--- config.mk ---
export PLATFORM = sky130hd
export DESIGN_NAME = riscv_mc_ctrl
export DESIGN_NICKNAME = d
export VERILOG_FILES = /design/src/rtl/riscv_mc_ctrl.sv
export SDC_FILE = /design/constraint.sdc
export NUM_CORES = 1
export LEC_CHECK = 0
export CELL_PAD_IN_SITES_DETAIL_PLACEMENT = 0
export CELL_PAD_IN_SITES_GLOBAL_PLACEMENT = 2
export CORE_MARGIN = 4
export CORE_UTILIZATION = 35
export CTS_BUF_LIST = sky130_fd_sc_hd__clkbuf_8
export CTS_CLUSTER_SIZE = 16
export DETAILED_ROUTE_END_ITERATION = 8
export DONT_BUFFER_PORTS = 1
export PLACE_DENSITY_LB_ADDON = 0.1
export SLEW_MARGIN = 20
export SYNTH_ARGS = -nofsm -noshare
export SYNTH_HDL_FRONTEND = slang
export SYNTH_SLANG_ARGS = --single-unit
--- constraint.sdc ---
create_clock -name clk -period 2.2 [get_ports clk]
set_input_delay 0.11 -clock clk [delete_from_list [all_inputs] [get_ports clk]]
set_output_delay 0.11 -clock clk [all_outputs]
set_load 0.01 [all_outputs]
--- src/rtl/riscv_mc_ctrl.sv ---
// Multi-cycle FETCH/DECODE/EXEC/MEM/WB sequencer driving bus handshakes, strobes and mux selects.
// Define RISCV_MC_PERF_CNT_EN to build the cycle_cnt/instret_cnt performance counters.
module riscv_mc_ctrl #(
    parameter int unsigned IBUS_DATA_WIDTH = 32,
    parameter int unsigned DBUS_DATA_WIDTH = 64
) (
    input  logic                       clk,
    input  logic                       rst,
    output logic                       ibus_valid,
    input  logic                       ibus_ready,
    input  logic [IBUS_DATA_WIDTH-1:0] ibus_rdata,
    output logic                       dbus_valid,
    output logic                       dbus_we,
    input  logic                       dbus_ready,
    input  logic                       branch_taken,
    output logic                       ir_we,
    output logic                       pc_we,
    output logic [1:0]                 pc_sel,
    output logic                       rf_we,
    output logic [1:0]                 wb_sel,
    output logic                       alu_a_sel,
    output logic                       alu_b_sel,
    output logic                       illegal_instr,
    output logic [DBUS_DATA_WIDTH-1:0] cycle_cnt,
    output logic [DBUS_DATA_WIDTH-1:0] instret_cnt
);

    localparam logic [6:0] OpcOp      = 7'b0110011;
    localparam logic [6:0] OpcOp32    = 7'b0111011;
    localparam logic [6:0] OpcOpImm   = 7'b0010011;
    localparam logic [6:0] OpcOpImm32 = 7'b0011011;
    localparam logic [6:0] OpcLoad    = 7'b0000011;
    localparam logic [6:0] OpcStore   = 7'b0100011;
    localparam logic [6:0] OpcBranch  = 7'b1100011;
    localparam logic [6:0] OpcLui     = 7'b0110111;
    localparam logic [6:0] OpcAuipc   = 7'b0010111;
    localparam logic [6:0] OpcJal     = 7'b1101111;
    localparam logic [6:0] OpcJalr    = 7'b1100111;

    typedef enum logic [2:0] {
        StIdle, StFetch, StDecode, StExec, StMem, StWb, StTrap
    } state_e;

    state_e     state_q, state_d;
    logic [6:0] opcode_q, opcode_d;
    logic [1:0] pc_sel_q, pc_sel_d;
    logic [1:0] wb_sel_q, wb_sel_d;
    logic       alu_a_sel_q, alu_a_sel_d;
    logic       alu_b_sel_q, alu_b_sel_d;

    // Only the opcode field of the fetched word is consumed here.
    logic unused_rdata;
    assign unused_rdata = ^ibus_rdata[IBUS_DATA_WIDTH-1:7];

    logic is_op, is_op32, is_op_imm, is_op_imm32, is_load, is_store;
    logic is_branch, is_lui, is_auipc, is_jal, is_jalr, is_legal;

    assign is_op       = (opcode_q == OpcOp);
    assign is_op32     = (opcode_q == OpcOp32);
    assign is_op_imm   = (opcode_q == OpcOpImm);
    assign is_op_imm32 = (opcode_q == OpcOpImm32);
    assign is_load     = (opcode_q == OpcLoad);
    assign is_store    = (opcode_q == OpcStore);
    assign is_branch   = (opcode_q == OpcBranch);
    assign is_lui      = (opcode_q == OpcLui);
    assign is_auipc    = (opcode_q == OpcAuipc);
    assign is_jal      = (opcode_q == OpcJal);
    assign is_jalr     = (opcode_q == OpcJalr);
    assign is_legal    = is_op | is_op32 | is_op_imm | is_op_imm32 | is_load | is_store |
                         is_branch | is_lui | is_auipc | is_jal | is_jalr;

    always_comb begin
        state_d     = state_q;
        opcode_d    = opcode_q;
        pc_sel_d    = pc_sel_q;
        wb_sel_d    = wb_sel_q;
        alu_a_sel_d = alu_a_sel_q;
        alu_b_sel_d = alu_b_sel_q;
        unique case (state_q)
            StIdle: state_d = StFetch;
            StFetch: begin
                if (ibus_ready) begin
                    opcode_d = ibus_rdata[6:0];
                    state_d  = StDecode;
                end
            end
            StDecode: begin
                state_d     = is_legal ? StExec : StTrap;
                alu_a_sel_d = is_auipc;
                alu_b_sel_d = is_op_imm | is_op_imm32 | is_load | is_store | is_auipc | is_jalr;
                if (is_load)                wb_sel_d = 2'b01;
                else if (is_jal || is_jalr) wb_sel_d = 2'b10;
                else if (is_lui)            wb_sel_d = 2'b11;
                else                        wb_sel_d = 2'b00;
                if (is_jal)                 pc_sel_d = 2'b01;
                else if (is_jalr)           pc_sel_d = 2'b10;
                else if (is_branch)         pc_sel_d = {1'b0, branch_taken};
                else                        pc_sel_d = 2'b00;
            end
            StExec: begin
                if (is_branch) begin
                    pc_sel_d = {1'b0, branch_taken};
                    state_d  = StFetch;
                end else if (is_load || is_store) begin
                    state_d = StMem;
                end else begin
                    state_d = StWb;
                end
            end
            StMem: begin
                if (dbus_ready) state_d = is_store ? StFetch : StWb;
            end
            StWb:    state_d = StFetch;
            StTrap:  state_d = StTrap;
            default: state_d = StIdle;
        endcase
    end

    always_ff @(posedge clk or posedge rst) begin
        if (rst) begin
            state_q     <= StIdle;
            opcode_q    <= '0;
            pc_sel_q    <= '0;
            wb_sel_q    <= '0;
            alu_a_sel_q <= 1'b0;
            alu_b_sel_q <= 1'b0;
        end else begin
            state_q     <= state_d;
            opcode_q    <= opcode_d;
            pc_sel_q    <= pc_sel_d;
            wb_sel_q    <= wb_sel_d;
            alu_a_sel_q <= alu_a_sel_d;
            alu_b_sel_q <= alu_b_sel_d;
        end
    end

    // Only ir_we, MEM-state pc_we and EXEC-state pc_sel see inputs combinationally.
    assign ibus_valid    = (state_q == StFetch);
    assign ir_we         = (state_q == StFetch) & ibus_ready;
    assign dbus_valid    = (state_q == StMem);
    assign dbus_we       = (state_q == StMem) & is_store;
    assign rf_we         = (state_q == StWb);
    assign pc_we         = ((state_q == StExec) & is_branch) |
                           ((state_q == StMem) & is_store & dbus_ready) |
                           (state_q == StWb);
    assign pc_sel        = ((state_q == StExec) && is_branch) ? {1'b0, branch_taken} : pc_sel_q;
    assign wb_sel        = wb_sel_q;
    assign alu_a_sel     = alu_a_sel_q;
    assign alu_b_sel     = alu_b_sel_q;
    assign illegal_instr = (state_q == StTrap);

`ifdef RISCV_MC_PERF_CNT_EN
    logic [DBUS_DATA_WIDTH-1:0] cycle_cnt_q, cycle_cnt_d;
    logic [DBUS_DATA_WIDTH-1:0] instret_cnt_q, instret_cnt_d;

    always_comb begin
        cycle_cnt_d   = cycle_cnt_q + DBUS_DATA_WIDTH'(1);
        instret_cnt_d = pc_we ? instret_cnt_q + DBUS_DATA_WIDTH'(1) : instret_cnt_q;
    end

    always_ff @(posedge clk or posedge rst) begin
        if (rst) begin
            cycle_cnt_q   <= '0;
            instret_cnt_q <= '0;
        end else begin
            cycle_cnt_q   <= cycle_cnt_d;
            instret_cnt_q <= instret_cnt_d;
        end
    end

    assign cycle_cnt   = cycle_cnt_q;
    assign instret_cnt = instret_cnt_q;
`else
    assign cycle_cnt   = '0;
    assign instret_cnt = '0;
`endif

endmodule
==> flow_summary.json <==
{
  "required_ns": 2.09,
  "cp-end-kind": "primary output",
  "min_from": "ibus_rdata[6]",
  "r2r_start": "opcode_q[3]$_DFFE_PP0P_",
  "worstSkewPairLatency_ns": 0.25,
  "final-max-slew-violation-count": 0,
  "stdcell_count": 310,
  "grt_pass1_vias": 907,
  "setup_viol": 0,
  "synth.area.mux_share_pct": 4.03,
  "final_util_pct": 31.6,
  "holdPathEnd": "opcode_q[6]$_DFFE_PP0P_",
  "critPathKind": "reg -> out",
  "synth_compound_area_share_pct": 10.2,
  "synthCells": 234,
  "syn-cell-area_mm2": 0.00196,
  "htree_levels": 1,
  "clock_skew_ns": 0.000673,
  "vdd_drop_max_v": 0.000329,
  "synth_ff_type": "dfrtp_1",
  "row_count": 26,
  "final-hold-violation-count": 0,
  "tightest_slew_ns": 0.641,
  "seq_area_frac_synth_pct": 20.5,
  "synth_edf_count": 0,
  "dieHeight_um": 82.8,
  "holdWs_ns": 0.00621,
  "drt_iter0_markers": 55,
  "status": "completed",
  "design_area_mm2": 0.00166,
  "place_inst": 299,
  "antenna_found_initial": 0,
  "synth_warnings": 0,
  "worstPathArrival_ns": 1.86,
  "yosys.area_share.simple_pct": 13.2,
  "fin_crit_sh_pct": 89.5,
  "synth_area_leaders": "buf_4, dfrtp_1, mux2_2",
  "cp-start-kind": "flop",
  "drcViolationCount": 0,
  "syn_to_final_growth_pct": -14.9,
  "avgViaCountPerCell": 3.62,
  "cts.sinks": 16,
  "place_hpwl_um": 2850,
  "start_util_pct": 37.1,
  "wl_um": 3440,
  "grt_first_pass_wirelength_um": 4510,
  "vias": 1121,
  "mostFrequentLayoutCells": "conb_1, dfrtp_1, nand2_1",
  "portBuffers": 0,
  "rsz0062_at_grt": "no",
  "setup_tns_ns": 0,
  "min_delay_path_depth": 1,
  "grt_max_degree": 17,
  "synth_area_leader_cell": "buf_4",
  "dpl_cell_area_mm2": 0.00154,
  "fmax_mhz": 508,
  "synth_xor_area_share_pct": 0,
  "antenna_left": 0,
  "dr.pass1.iters": 4,
  "synth.distinct_cells": 39,
  "postSynthAreaPerCell_um2": 8.36,
  "grt_usage_pct": 8.72,
  "ys_ff_latch": 16,
  "final_common_cell": "conb_1",
  "cts_setup_buffers": 0,
  "finalCriticalPeriod_ns": 1.97,
  "gr-total-overflow": 0,
  "reg2reg_to": "state_q[0]$_DFFE_PP0P_",
  "slew_headroom_pct": 56.7,
  "synth_top_family_by_area": "buffers and inverters",
  "cts.path.max_buffers": 2,
  "path_clk_slew_ns": 0.06,
  "cts_buffers": 3,
  "ff2ff_path_depth": 4,
  "power_density_mw_per_mm2": 974,
  "hp-class": "in -> reg",
  "async_reset_ff_share_pct": 100,
  "gp_congestion": 0.709,
  "io_pins": 178,
  "cp_max_fo": 6,
  "synth_fa_ha_area_share_pct": 0,
  "nNetsFinal": 278,
  "dieArea_mm2": 0.00685,
  "synth_top_area_share_pct": 49.1,
  "die_w_um": 82.8,
  "cts_tree": "done",
  "diodes": 0,
  "drive_gt1_share_pct": 7.92,
  "routedWlPerCell_um": 11.1,
  "p_leak_nw": 0.898,
  "cap_violations": 0,
  "r2r_setup_slack_ns": 0.53,
  "cts-root-buf": "clkbuf_8",
  "core_area_mm2": 0.00527
}
[registers in the layout (all words and copies together), names as in the netlist]
name and count:
alu_b_sel 1, wb_sel 2, opcode_q 7, pc_sel_q 2, alu_a_sel 1, state_q 3
[cell usage after synthesis (2+ instances only)]
master	number
a31oi_1	2
a21oi_1	3
inv_1	5
buf_2	4
nor3b_1	2
and2_1	2
o31ai_1	2
and4bb_2	2
mux2_2	7
nor3_1	3
and3_1	4
buf_4	128
o21ai_0	7
o21bai_1	2
nor2_1	4
nor2b_1	2
and3b_1	2
dfrtp_1	16
nand3_1	4
nand2_1	11
nand2b_1	4
[metal layers]
| layer | vias up | wire [um] | track usage [%] | share of wire [%] |
|---|---|---|---|---|
| li1 | 527 | - | - | - |
| met1 | 504 | 1340 | 11.3 | 39 |
| met2 | 88 | 1580 | 13.3 | 46 |
| met3 | 2 | 508 | 4.56 | 15 |
| met4 | 0 | 8 | 0.980 | 0.23 |
| met5 | - | 0 | 0 | 0 |
[worst max path at each step]
| stage | startpoint | to | cells after the start |
|---|---|---|---|
| floorplan | opcode_q[2]$_DFFE_PP0P_ | pc_we | 5 |
| global placement | opcode_q[3]$_DFFE_PP0P_ | pc_we | 4 |
| detailed placement | opcode_q[3]$_DFFE_PP0P_ | pc_we | 4 |
| CTS | opcode_q[3]$_DFFE_PP0P_ | pc_we | 4 |
| global route | opcode_q[3]$_DFFE_PP0P_ | pc_we | 4 |
| finish | opcode_q[3]$_DFFE_PP0P_ | pc_we | 4 |
[through the flow]
| stage | power [mW] | setup WS [ns] |
|---|---|---|
| after floorplan | 1.36 | 0.672 |
| after global placement | 1.36 | 0.456 |
| after detailed placement | 1.36 | 0.487 |
| after CTS | 1.63 | 0.192 |
| after global routing | 1.77 | 0.109 |
| final | 1.62 | 0.231 |
[timing repair]
action,4_1_cts,5_1_grt
hold buffers,4,3
resized for setup,0,0
hold endpoints to repair,19,3
[power breakdown]
part / switching [mW] / total (mW) / internal, mW
clock: 0.105 / 0.264 / 0.159
combinational: 0.456 / 0.768 / 0.313
sequential: 0.180 / 0.589 / 0.409
total: 0.741 / 1.62 / 0.880
[cells by family after synthesis]
family / after synthesis
buffers and inverters: 139
multiplexers: 7
AO/OA/AOI/OAI: 27
other: 1
flip-flops: 16
AND/OR/NAND/NOR: 44
[cell type report]
type                            count  area, um2
Clock buffer                        4       55.1
Timing Repair Buffer                9       85.1
Fill cell                         586       3610
Tap cell                           70       87.6
Sequential cell                    16        400
Inverter                            5       18.8
Multi-Input combinational cell    206       1020
[critical path: stages (launching register included)]
cell,delay (ns)
dfrtp_1,0.45
and4bb_2,0.38
nor3b_2,0.32
a31oi_1,0.12
o21ai_0,0.34
No activity file was read; power rests on OpenSTA's default activity.
